[src/rtl/linear_layer_start_srl_fifo.sv]
`default_nettype none
// ============================================================================
//  Module   : linear_layer_start_srl_fifo
//  Purpose  : Shift-register start-token/data FIFO between a producer and a
//             consumer task of the Linear_Layer_i4xi4_q dataflow region.
//             Writes shift every entry one slot deeper. Reads select the
//             oldest entry by a registered address, which gives a first-word
//             fall-through interface with no read latency.
//  Revision : 1.0  initial release
// ----------------------------------------------------------------------------
//  Ports
//    ap_clk      in   1             rising-edge clock
//    ap_rst_n    in   1             asynchronous active-low reset
//    if_din      in   DATA_WIDTH    write data
//    if_write    in   1             write request (ignored while full)
//    if_full_n   out  1             high = space available (registered)
//    if_dout     out  DATA_WIDTH    oldest entry (don't-care while empty)
//    if_read     in   1             read request (ignored while empty)
//    if_empty_n  out  1             high = data available (registered)
//    if_count    out  ADDR_WIDTH+1  current occupancy, 0..DEPTH
// ============================================================================
module linear_layer_start_srl_fifo #(
  parameter int DATA_WIDTH = 1,
  parameter int ADDR_WIDTH = 1,   // 2**ADDR_WIDTH must cover DEPTH
  parameter int DEPTH      = 2    // capacity in entries, >= 1
) (
  input  logic                  ap_clk,
  input  logic                  ap_rst_n,
  input  logic [DATA_WIDTH-1:0] if_din,
  input  logic                  if_write,
  output logic                  if_full_n,
  output logic [DATA_WIDTH-1:0] if_dout,
  input  logic                  if_read,
  output logic                  if_empty_n,
  output logic [ADDR_WIDTH:0]   if_count
);

  localparam logic [ADDR_WIDTH:0]   c_depth_cnt = (ADDR_WIDTH+1)'(DEPTH);
  localparam logic [ADDR_WIDTH:0]   c_one_cnt   = (ADDR_WIDTH+1)'(1);
  localparam logic [ADDR_WIDTH-1:0] c_one_addr  = ADDR_WIDTH'(1);

  // Occupancy, read address and flags.
  logic [ADDR_WIDTH:0]   cnt_q,     cnt_d;
  logic [ADDR_WIDTH-1:0] addr_q,    addr_d;
  logic                  empty_n_q, empty_n_d;
  logic                  full_n_q,  full_n_d;

  // Storage array: slot 0 is the newest entry, slot addr_q the oldest.
  logic [DATA_WIDTH-1:0] srl_q [DEPTH];
  logic [DATA_WIDTH-1:0] srl_d [DEPTH];

  logic                  w_wr_ok;
  logic                  w_rd_ok;
  logic [DATA_WIDTH-1:0] w_dout;

  // Requests are qualified by the registered flags only, so no input reaches
  // an output combinationally.
  assign w_wr_ok = if_write & full_n_q;
  assign w_rd_ok = if_read  & empty_n_q;

  // --------------------------------------------------------------------------
  // Storage shift
  // --------------------------------------------------------------------------
  always_comb begin
    srl_d = srl_q;
    if (w_wr_ok) begin
      srl_d[0] = if_din;
      for (int i = 1; i < DEPTH; i++) begin
        srl_d[i] = srl_q[i-1];
      end
    end
  end

  // Data slots carry no reset; validity is tracked by cnt_q alone.
  always_ff @(posedge ap_clk) begin
    srl_q <= srl_d;
  end

  // --------------------------------------------------------------------------
  // Occupancy / address / flag next-state
  // --------------------------------------------------------------------------
  // addr tracks cnt-1 (saturating at 0). On a simultaneous read and write the
  // shift moves the second-oldest entry into slot addr_q, so both the count
  // and the address stay put.
  always_comb begin
    cnt_d  = cnt_q;
    addr_d = addr_q;
    unique case ({w_wr_ok, w_rd_ok})
      2'b10: begin
        cnt_d = cnt_q + c_one_cnt;
        if (cnt_q != '0) begin
          addr_d = addr_q + c_one_addr;
        end
      end
      2'b01: begin
        cnt_d = cnt_q - c_one_cnt;
        if (cnt_q != c_one_cnt) begin
          addr_d = addr_q - c_one_addr;
        end
      end
      default: begin
      end
    endcase
    empty_n_d = (cnt_d != '0);
    full_n_d  = (cnt_d != c_depth_cnt);
  end

  always_ff @(posedge ap_clk or negedge ap_rst_n) begin
    if (!ap_rst_n) begin
      cnt_q     <= '0;
      addr_q    <= '0;
      empty_n_q <= 1'b0;
      full_n_q  <= 1'b1;
    end else begin
      cnt_q     <= cnt_d;
      addr_q    <= addr_d;
      empty_n_q <= empty_n_d;
      full_n_q  <= full_n_d;
    end
  end

  // --------------------------------------------------------------------------
  // Read mux
  // --------------------------------------------------------------------------
  // Explicit compare loop so DEPTH need not be a power of two; addresses past
  // DEPTH-1 are unreachable and read as zero.
  always_comb begin
    w_dout = '0;
    for (int i = 0; i < DEPTH; i++) begin
      if (addr_q == ADDR_WIDTH'(i)) begin
        w_dout = srl_q[i];
      end
    end
  end

  assign if_dout    = w_dout;
  assign if_empty_n = empty_n_q;
  assign if_full_n  = full_n_q;
  assign if_count   = cnt_q;

endmodule
`default_nettype wire

[config.mk]
export PLATFORM = sky130hd
export DESIGN_NAME = linear_layer_start_srl_fifo
export DESIGN_NICKNAME = d
export VERILOG_FILES = /design/src/rtl/linear_layer_start_srl_fifo.sv
export SDC_FILE = /design/constraint.sdc
export NUM_CORES = 1
export LEC_CHECK = 0
export BUFFER_PORTS_ARGS = -buffer_cell sky130_fd_sc_hd__buf_2
export CORE_AREA = 2 2 39 41
export CTS_CLUSTER_SIZE = 40
export DETAILED_ROUTE_END_ITERATION = 12
export DIE_AREA = 0 0 41 43
export PLACE_DENSITY = 0.51
export RECOVER_POWER = 100
export SYNTH_ARGS = -nofsm -noshare
export SYNTH_HDL_FRONTEND = slang
export SYNTH_SLANG_ARGS = --single-unit
export TNS_END_PERCENT = 30
[constraint.sdc]
create_clock -name ap_clk -period 3.7 [get_ports ap_clk]
set_input_delay 0.74 -clock ap_clk [delete_from_list [all_inputs] [get_ports ap_clk]]
set_output_delay 0.74 -clock ap_clk [all_outputs]
set_load 0.01 [all_outputs]
## After elaboration in Yosys (flattened, before gate mapping)

Index checks and enable logic that the tools add are counted.
Widths: inputs -> output; s select.

| word-level totals | value |
|---|---|
| register bits | 7 |
| latch bits | 0 |
| bits in writable memories | 0 |
| memory bits (read-only) | 0 |
| input bits | 5 |
| output and inout port bits | 5 |
| word-level logic and storage cells | 27 |
| memories kept | 0 |

| operators by class | value |
|---|---|
| add/sub/neg operators | 4 |
| multipliers | 0 |
| div/mod/pow operators | 0 |
| $lt $le $gt $ge | 0 |
| equal/unequal tests | 6 |
| shift operators | 0 |
| muxes and demuxes | 5 |
| bitwise operators | 2 |
| reductions and logical operators | 4 |

Operators by type and width:

| cell | count |
|---|---|
| $ne 2x2->1 const B | 3 |
| $reduce_bool 2->1 | 3 |
| $pmux 2 s2 | 1 |
| $mux 1 | 3 |
| $reduce_and 3->1 | 1 |
| $add 2x1->2 const B | 1 |
| $and 1x1->1 | 2 |
| $eq 2x1->1 const B | 1 |
| $eq 2x2->1 const B | 1 |
| $ne 2x1->1 const B | 1 |
| $pmux 1 s2 | 1 |
| $sub 2x1->2 const B | 1 |
| $add 1x1->1 const B | 1 |
| $sub 1x1->1 const B | 1 |

## Longest topological paths before layout

Gate-level depths: netlist of the first run.

| logic depth | value |
|---|---|
| word-level depth | 4 |
| depth in mapped cells | 6 |
| mapped depth without buffers | 6 |

## Least setup slack after synthesis of the first run

Ideal clock, no wire load.

| timing path | value |
|---|---|
| path kind | input port to flip-flop |
| start | input port if_read |
| end | register empty_n_q (netlist: if_empty_n) |
| setup time | 0.122 ns |
| arrival | 1.550 ns |
| data required time | 3.578 ns |
| setup slack | 2.028 ns |
| stages | 6 |
| path buffers | 0 |
| path through | nand2_1 -> inv_1 -> ha_1 -> and2_1 -> a21oi_2 -> nand2b_1 |

| between the ends | value |
|---|---|
| longest elaborated chain between the ends | 4 |
| elaborated cells on any way between the ends | 5 |
| those cells by class | 2 x eq/ne; 1 x mux; 1 x bitwise; 1 x reduce/logical |

Ends and longest elaborated chain:

| what | RTL line | source |
|---|---|---|
| from (decl) | 33 | `input logic if_read,` |
| $and 1x1->1 (*) | 59 | `assign w_rd_ok = if_read & empty_n_q;` |
| $eq 2x1->1 / $eq 2x2->1 (equally long branches) | 88 | `unique case ({w_wr_ok, w_rd_ok})` |
| $pmux 2 s2 (*) | 88 |  |
| $reduce_bool 2->1 (*) | 104 | `empty_n_d = (cnt_d != '0);` |
| named net empty_n_d | 45 | `logic empty_n_q, empty_n_d;` |
| to (signal assigned) | 117 | `empty_n_q <= empty_n_d;` |
| to (decl) | 45 |  |

The timed path passes the listed nets; every way through them passes the cells marked *.
A chain may end at the register's enable or synchronous reset.

## Final worst setup path of the first run

| timing path | value |
|---|---|
| start | register addr_q |
| end | output port if_dout |

| between the ends | value |
|---|---|
| longest elaborated chain between the ends | 1 |

Ends and longest elaborated chain:

| what | RTL line | source |
|---|---|---|
| from (decl) | 44 | `logic [ADDR_WIDTH-1:0] addr_q, addr_d;` |
| from (signal assigned) | 116 | `addr_q <= addr_d;` |
| $mux 1 | 130 | `if (addr_q == ADDR_WIDTH'(i)) begin` |
| to (decl) | 32 | `output logic [DATA_WIDTH-1:0] if_dout,` |

Every way passes these cells.

==> impl_metrics.toml, run 1 <==
[sta]
worstMarginPinSlew_ns = 0.324
period_share = 0.487
max_slew_margin = 0.784
slew_viol_final = 0
setup_violations = 0
clock_skew_ns = 0.00259
min_period_ns = 1.80
rsz0062_at_grt = "no"
fmax_mhz = 555
hold_viol = 0
tns_ns = 0

[synthesis]
ys_seq_area_frac = 0.507
yosys_warnings = 0
ys_ff_latch = 7
synth_cells = 31
synth_nets = 41
syn_area_sq_um = 368
syn_area_per_cell_sq_um = 11.9
ys_types = 16

[routing]
avgRoutedWirePerCell_um = 9.13
drt_wl_total_um = 548
final_antenna_net_count = 0
first_iter_violations = 1
post_drt_via_cell_ratio = 4.08
firstDrtPassIters = 2
vias = 245
drc_errors = 0

[layout]
final_layout_size_suffix_gt1_frac = 0.182
fin_area_sq_um = 438
nets = 55
syn_to_final_growth_pct = 19.0
antennaDiodeCount = 0

[global_route]
grt_usage = 0.0794
grt_pass1_vias = 234
grt_max_degree = 6
overflow = 0
grt_pass1_wl_um = 903
antenna_found_initial = 0

[pwr]
combPwrFrac = 0.419
p_seq_frac = 0.389
netSwitchingPower_uw = 126
p_clk_frac = 0.191
p_leak_nw = 0.214
intPower_uw = 218
sw_frac_of_total = 0.366
ir_drop_uv = 238
power.density_nw_per_um2 = 786

[outcome]
status = "finished, final reports clean"

[clocking]
cts-resized-gates = 0
htreeDepth = 1
cts_tree = "yes"
cts_sinks = 7
worstSkewPairLatency_ns = 0.24
root_buffer = "clkbuf_4"
post_cts.repair.setup_buffers = 0
clk_path_buf_depth = 2
ctsHoldBuffers = 0
cts.clk_slew.worst_paths_ns = 0.05
cts_made_buffers = 3

[worst_hold_path]
hp-class = "in2async"

[critical_path]
start_kind = "register"
critical_path.top_delay_family = "flip-flops"
cp.arrival_ns = 1.06
critPathMaxFanout = 2
criticalPathCategory = "reg2out"
cp_num_buf_inv = 1
cp.required_ns = 2.96
cp_slowest_cell = "dfrtp_1"
endpoint_kind = "output pin"
worstPathCellList = "mux2_2 -> clkbuf_1"
crit_path_max_incr_delay_ns = 0.36

[placement]
portBuffers = 9
dp_hpwl_um = 468
gp_congestion = 0.707
place_area_sq_um = 433

[floorplan]
start_util = 0.266
die_h_um = 43
io-pin-count = 10
core_area_sq_um = 1380
die_w_um = 41
die_area_sq_um = 1760
rows = 14

[job]
maxCapViolCount = 0
[cells in the final DEF (no fill, tap or decap)]
master	n
nand2_1	4
mux2_2	1
edfxtp_1	2
nor2_1	1
dfrtp_1	4
xor2_1	1
a21oi_1	1
buf_2	3
a221oi_1	1
o21ai_0	1
inv_1	5
and2_1	1
dfstp_2	1
clkbuf_1	7
or2_0	1
clkbuf_4	3
mux2i_1	1
ha_1	5
nand2b_1	1
[metal layers]
layer | wire length, um | part of all wire | track usage | vias up
li1 | - | - | - | 125
met1 | 240 | 0.44 | 0.0943 | 114
met2 | 275 | 0.50 | 0.106 | 4
met3 | 27 | 0.049 | 0.0524 | 2
met4 | 5 | 0.0091 | 0.0400 | 0
met5 | 0 | 0 | 0 | -
[cell usage after synthesis]
library cell,number,area (sq um)
ha_1,5,62.6
inv_1,5,18.8
dfrtp_1,4,100
nand2_1,4,15.0
edfxtp_1,2,60.1
a21oi_2,1,8.76
a221oi_2,1,15.0
and2_1,1,6.26
dfstp_2,1,26.3
mux2_2,1,11.3
mux2i_1,1,10.0
nand2b_1,1,6.26
nor2_1,1,3.75
o21ai_2,1,8.76
or2_1,1,6.26
xor2_1,1,8.76
[cells by family (layout without fill, tap and decap cells)]
logic type               count (synthesis)  after routing  share of synthesized area
AO/OA/AOI/OAI                            3              3                     0.0884
XOR/XNOR                                 1              1                     0.0238
adder cells (fa/ha/maj)                  5              5                      0.170
buffers and inverters                    5             18                     0.0510
flip-flops                               7              7                      0.507
multiplexers                             2              2                     0.0578
AND/OR/NAND/NOR                          8              8                      0.102
[power by group through the flow]
stage	Clock [mW]	Combinational [mW]	Sequential, mW
after CTS	0.0696	0.174	0.135
final	0.0659	0.144	0.134
after global placement	0	0.175	0.136
after floorplan	0	0.116	0.144
after detailed placement	0	0.172	0.136
after global routing	0.0733	0.167	0.139
[metrics by stage]
step / total power [mW] / hold slack (ns) / std cells / setup WS [ns] / utilization
finish: 0.344 / 0.353 / 60 / 1.90 / 0.316
global route: 0.379 / 0.353 / 60 / 1.83 / 0.316
CTS: 0.378 / 0.299 / 60 / 1.87 / 0.332
detailed placement: 0.308 / 0.445 / 56 / 1.81 / 0.313
global placement: 0.311 / 0.441 / 56 / 1.82 / 0.313
floorplan: 0.260 / 0.422 / 31 / 2.03 / -
[path summary, 6_finish.rpt]
path	startpoint	to	cells after the start	slack [ns]
setup reg to reg	if_full_n	if_empty_n	5	2.16
hold / removal	ap_rst_n	if_empty_n	1	0.35
setup / recovery	addr_q	if_dout	2	1.90
min in group ap_clk	srl_q[1]	srl_q[0]	0	0.45
hold reg to reg	srl_q[1]	srl_q[0]	0	0.45
max in group asynchronous	ap_rst_n	if_full_n	1	3.06
[state kept, by name, summed over array words and instances, names as in the netlist]
name,cells
addr_q,1
if_count,2
srl_q,2
if_empty_n,1
if_full_n,1
[worst reg2reg max path, stage by stage (launching register included)]
cell and delay (ns):
dfstp_2 0.52, nand2_1 0.09, ha_1 0.35, and2_1 0.17, a21oi_1 0.20, nand2b_1 0.09
[layout make-up]
| type | count | area (sq um) |
|---|---|---|
| well taps | 16 | 20.0 |
| inverters | 5 | 18.8 |
| repair buffers | 9 | 37.5 |
| fillers | 149 | 946 |
| clock buffers | 4 | 26.3 |
| multi-input cells | 19 | 149 |
| flip-flops and latches | 7 | 186 |
Power figures use the tool's default switching activity.
==> run 2: changes to the inputs <==
clock period = 1.7 ns   (was 3.7 ns; I/O delays follow)
==> impl_metrics.toml, run 2 (synthesis gave the netlist of run 1 again) <==
[sta]
min_period_ns = 1.50
setup_violations = 0
period_share = 0.880
clock_skew_ns = 0.00224
worstMarginPinSlew_ns = 0.299
hold_viol = 0
slew_viol_final = 0
fmax_mhz = 668
tns_ns = 0
max_slew_margin = 0.798
rsz0062_at_grt = "no"

[layout]
layout_common_cells = "clkbuf_1, inv_1, ha_1"
antennaDiodeCount = 0
final_common_cell = "clkbuf_1"
syn_to_final_growth_pct = 22.8
nets = 56
final_layout_size_suffix_gt1_frac = 0.200

[floorplan]
rows = 14
io-pin-count = 10
start_util = 0.266
core_area_sq_um = 1380
die_h_um = 43
die_area_sq_um = 1760
die_w_um = 41

[routing]
first_iter_violations = 0
vias = 242
firstDrtPassIters = 1
drt_wl_total_um = 516
drc_errors = 0
final_antenna_net_count = 0
avgRoutedWirePerCell_um = 8.46
post_drt_via_cell_ratio = 3.97

[placement]
portBuffers = 9
gp_congestion = 0.736
dp_hpwl_um = 447

[clocking]
cts_made_buffers = 3
cts_sinks = 7
cts.clk_slew.worst_paths_ns = 0.05
post_cts.repair.setup_buffers = 0
cts_tree = "yes"
worstSkewPairLatency_ns = 0.24
htreeDepth = 1
clk_path_buf_depth = 2
root_buffer = "clkbuf_4"

[outcome]
status = "finished, final reports clean"

[global_route]
antenna_found_initial = 0
overflow = 0
grt_usage = 0.0813
grt_max_degree = 6
grt_pass1_wl_um = 903
grt_pass1_vias = 244

[critical_path]
cp.required_ns = 1.83
criticalPathCategory = "reg2reg"
endpoint_kind = "register"
crit_path_max_incr_delay_ns = 0.52
critPathMaxFanout = 5
worstPathCellList = "nand2_1 -> ha_1 -> and2_0 -> a21oi_2 -> nand2b_1"
cp_slowest_cell = "dfstp_2"
start_kind = "register"
cp.arrival_ns = 1.62

[pwr]
ir_drop_uv = 674
p_leak_nw = 0.220
power.density_nw_per_um2 = 1680
p_total_uw = 760

[job]
maxCapViolCount = 0

[worst_hold_path]
hp-class = "in2reg"
[run 2: final timing paths]
kind                           start    endpoint  slack [ns]  cells after the start
max                        if_full_n  if_empty_n        0.20                      5
min                           if_din    srl_q[1]        0.27                      1
max reg2reg                if_full_n  if_empty_n        0.20                      5
min reg2reg                 srl_q[1]    srl_q[0]        0.45                      0
max in group asynchronous   ap_rst_n   if_full_n        0.95                      2
min in group asynchronous   ap_rst_n  if_empty_n        0.48                      2
[run 2: report_power, final]
part | internal, mW | switching, mW | total, mW
Sequential | 0.252 | 0.0406 | 0.293
Clock | 0.0892 | 0.0555 | 0.145
Combinational | 0.139 | 0.183 | 0.322
[run 2: critical path, delay by kind of cell, from the launching register on]
kind                       cells  cell delay (ns)
DFF                            1             0.52
adders and majority gates      1             0.36
AOI/OAI and AO/OA              1             0.16
and+or+nand+nor                3             0.34
[run 2: what timing repair did]
item,4_1_cts,5_1_grt
gates resized for setup,0,0
endpoints found under the hold margin,4,0
hold buffers,1,0
[run 2: cell type report]
class                      instances  area, sq um
tap                               16         20.0
sequential                         7          186
fill                             143          932
timing repair buffer              10         47.5
multi-input combinational         19          153
inverter                           5         18.8
clock buffer                       4         26.3
[run 2: layer usage]
layer	track usage	part of all wire	vias to the layer above
li1	-	-	128
met3	0.0471	0.021	0
met4	0.0600	0	0
met5	0	0	-
met1	0.0903	0.47	110
met2	0.109	0.51	4
[run 2: stage by stage]
stage	utilization	cell area, sq um	std cells	setup slack (ns)	hold WS, ns
after floorplan	-	368	31	0.237	0.0444
after global placement	0.313	433	56	0.176	0.162
after detailed placement	0.313	433	56	0.178	0.163
after CTS	0.339	469	61	0.172	0.260
after global routing	0.326	452	61	0.111	0.249
final	0.326	452	61	0.204	0.269
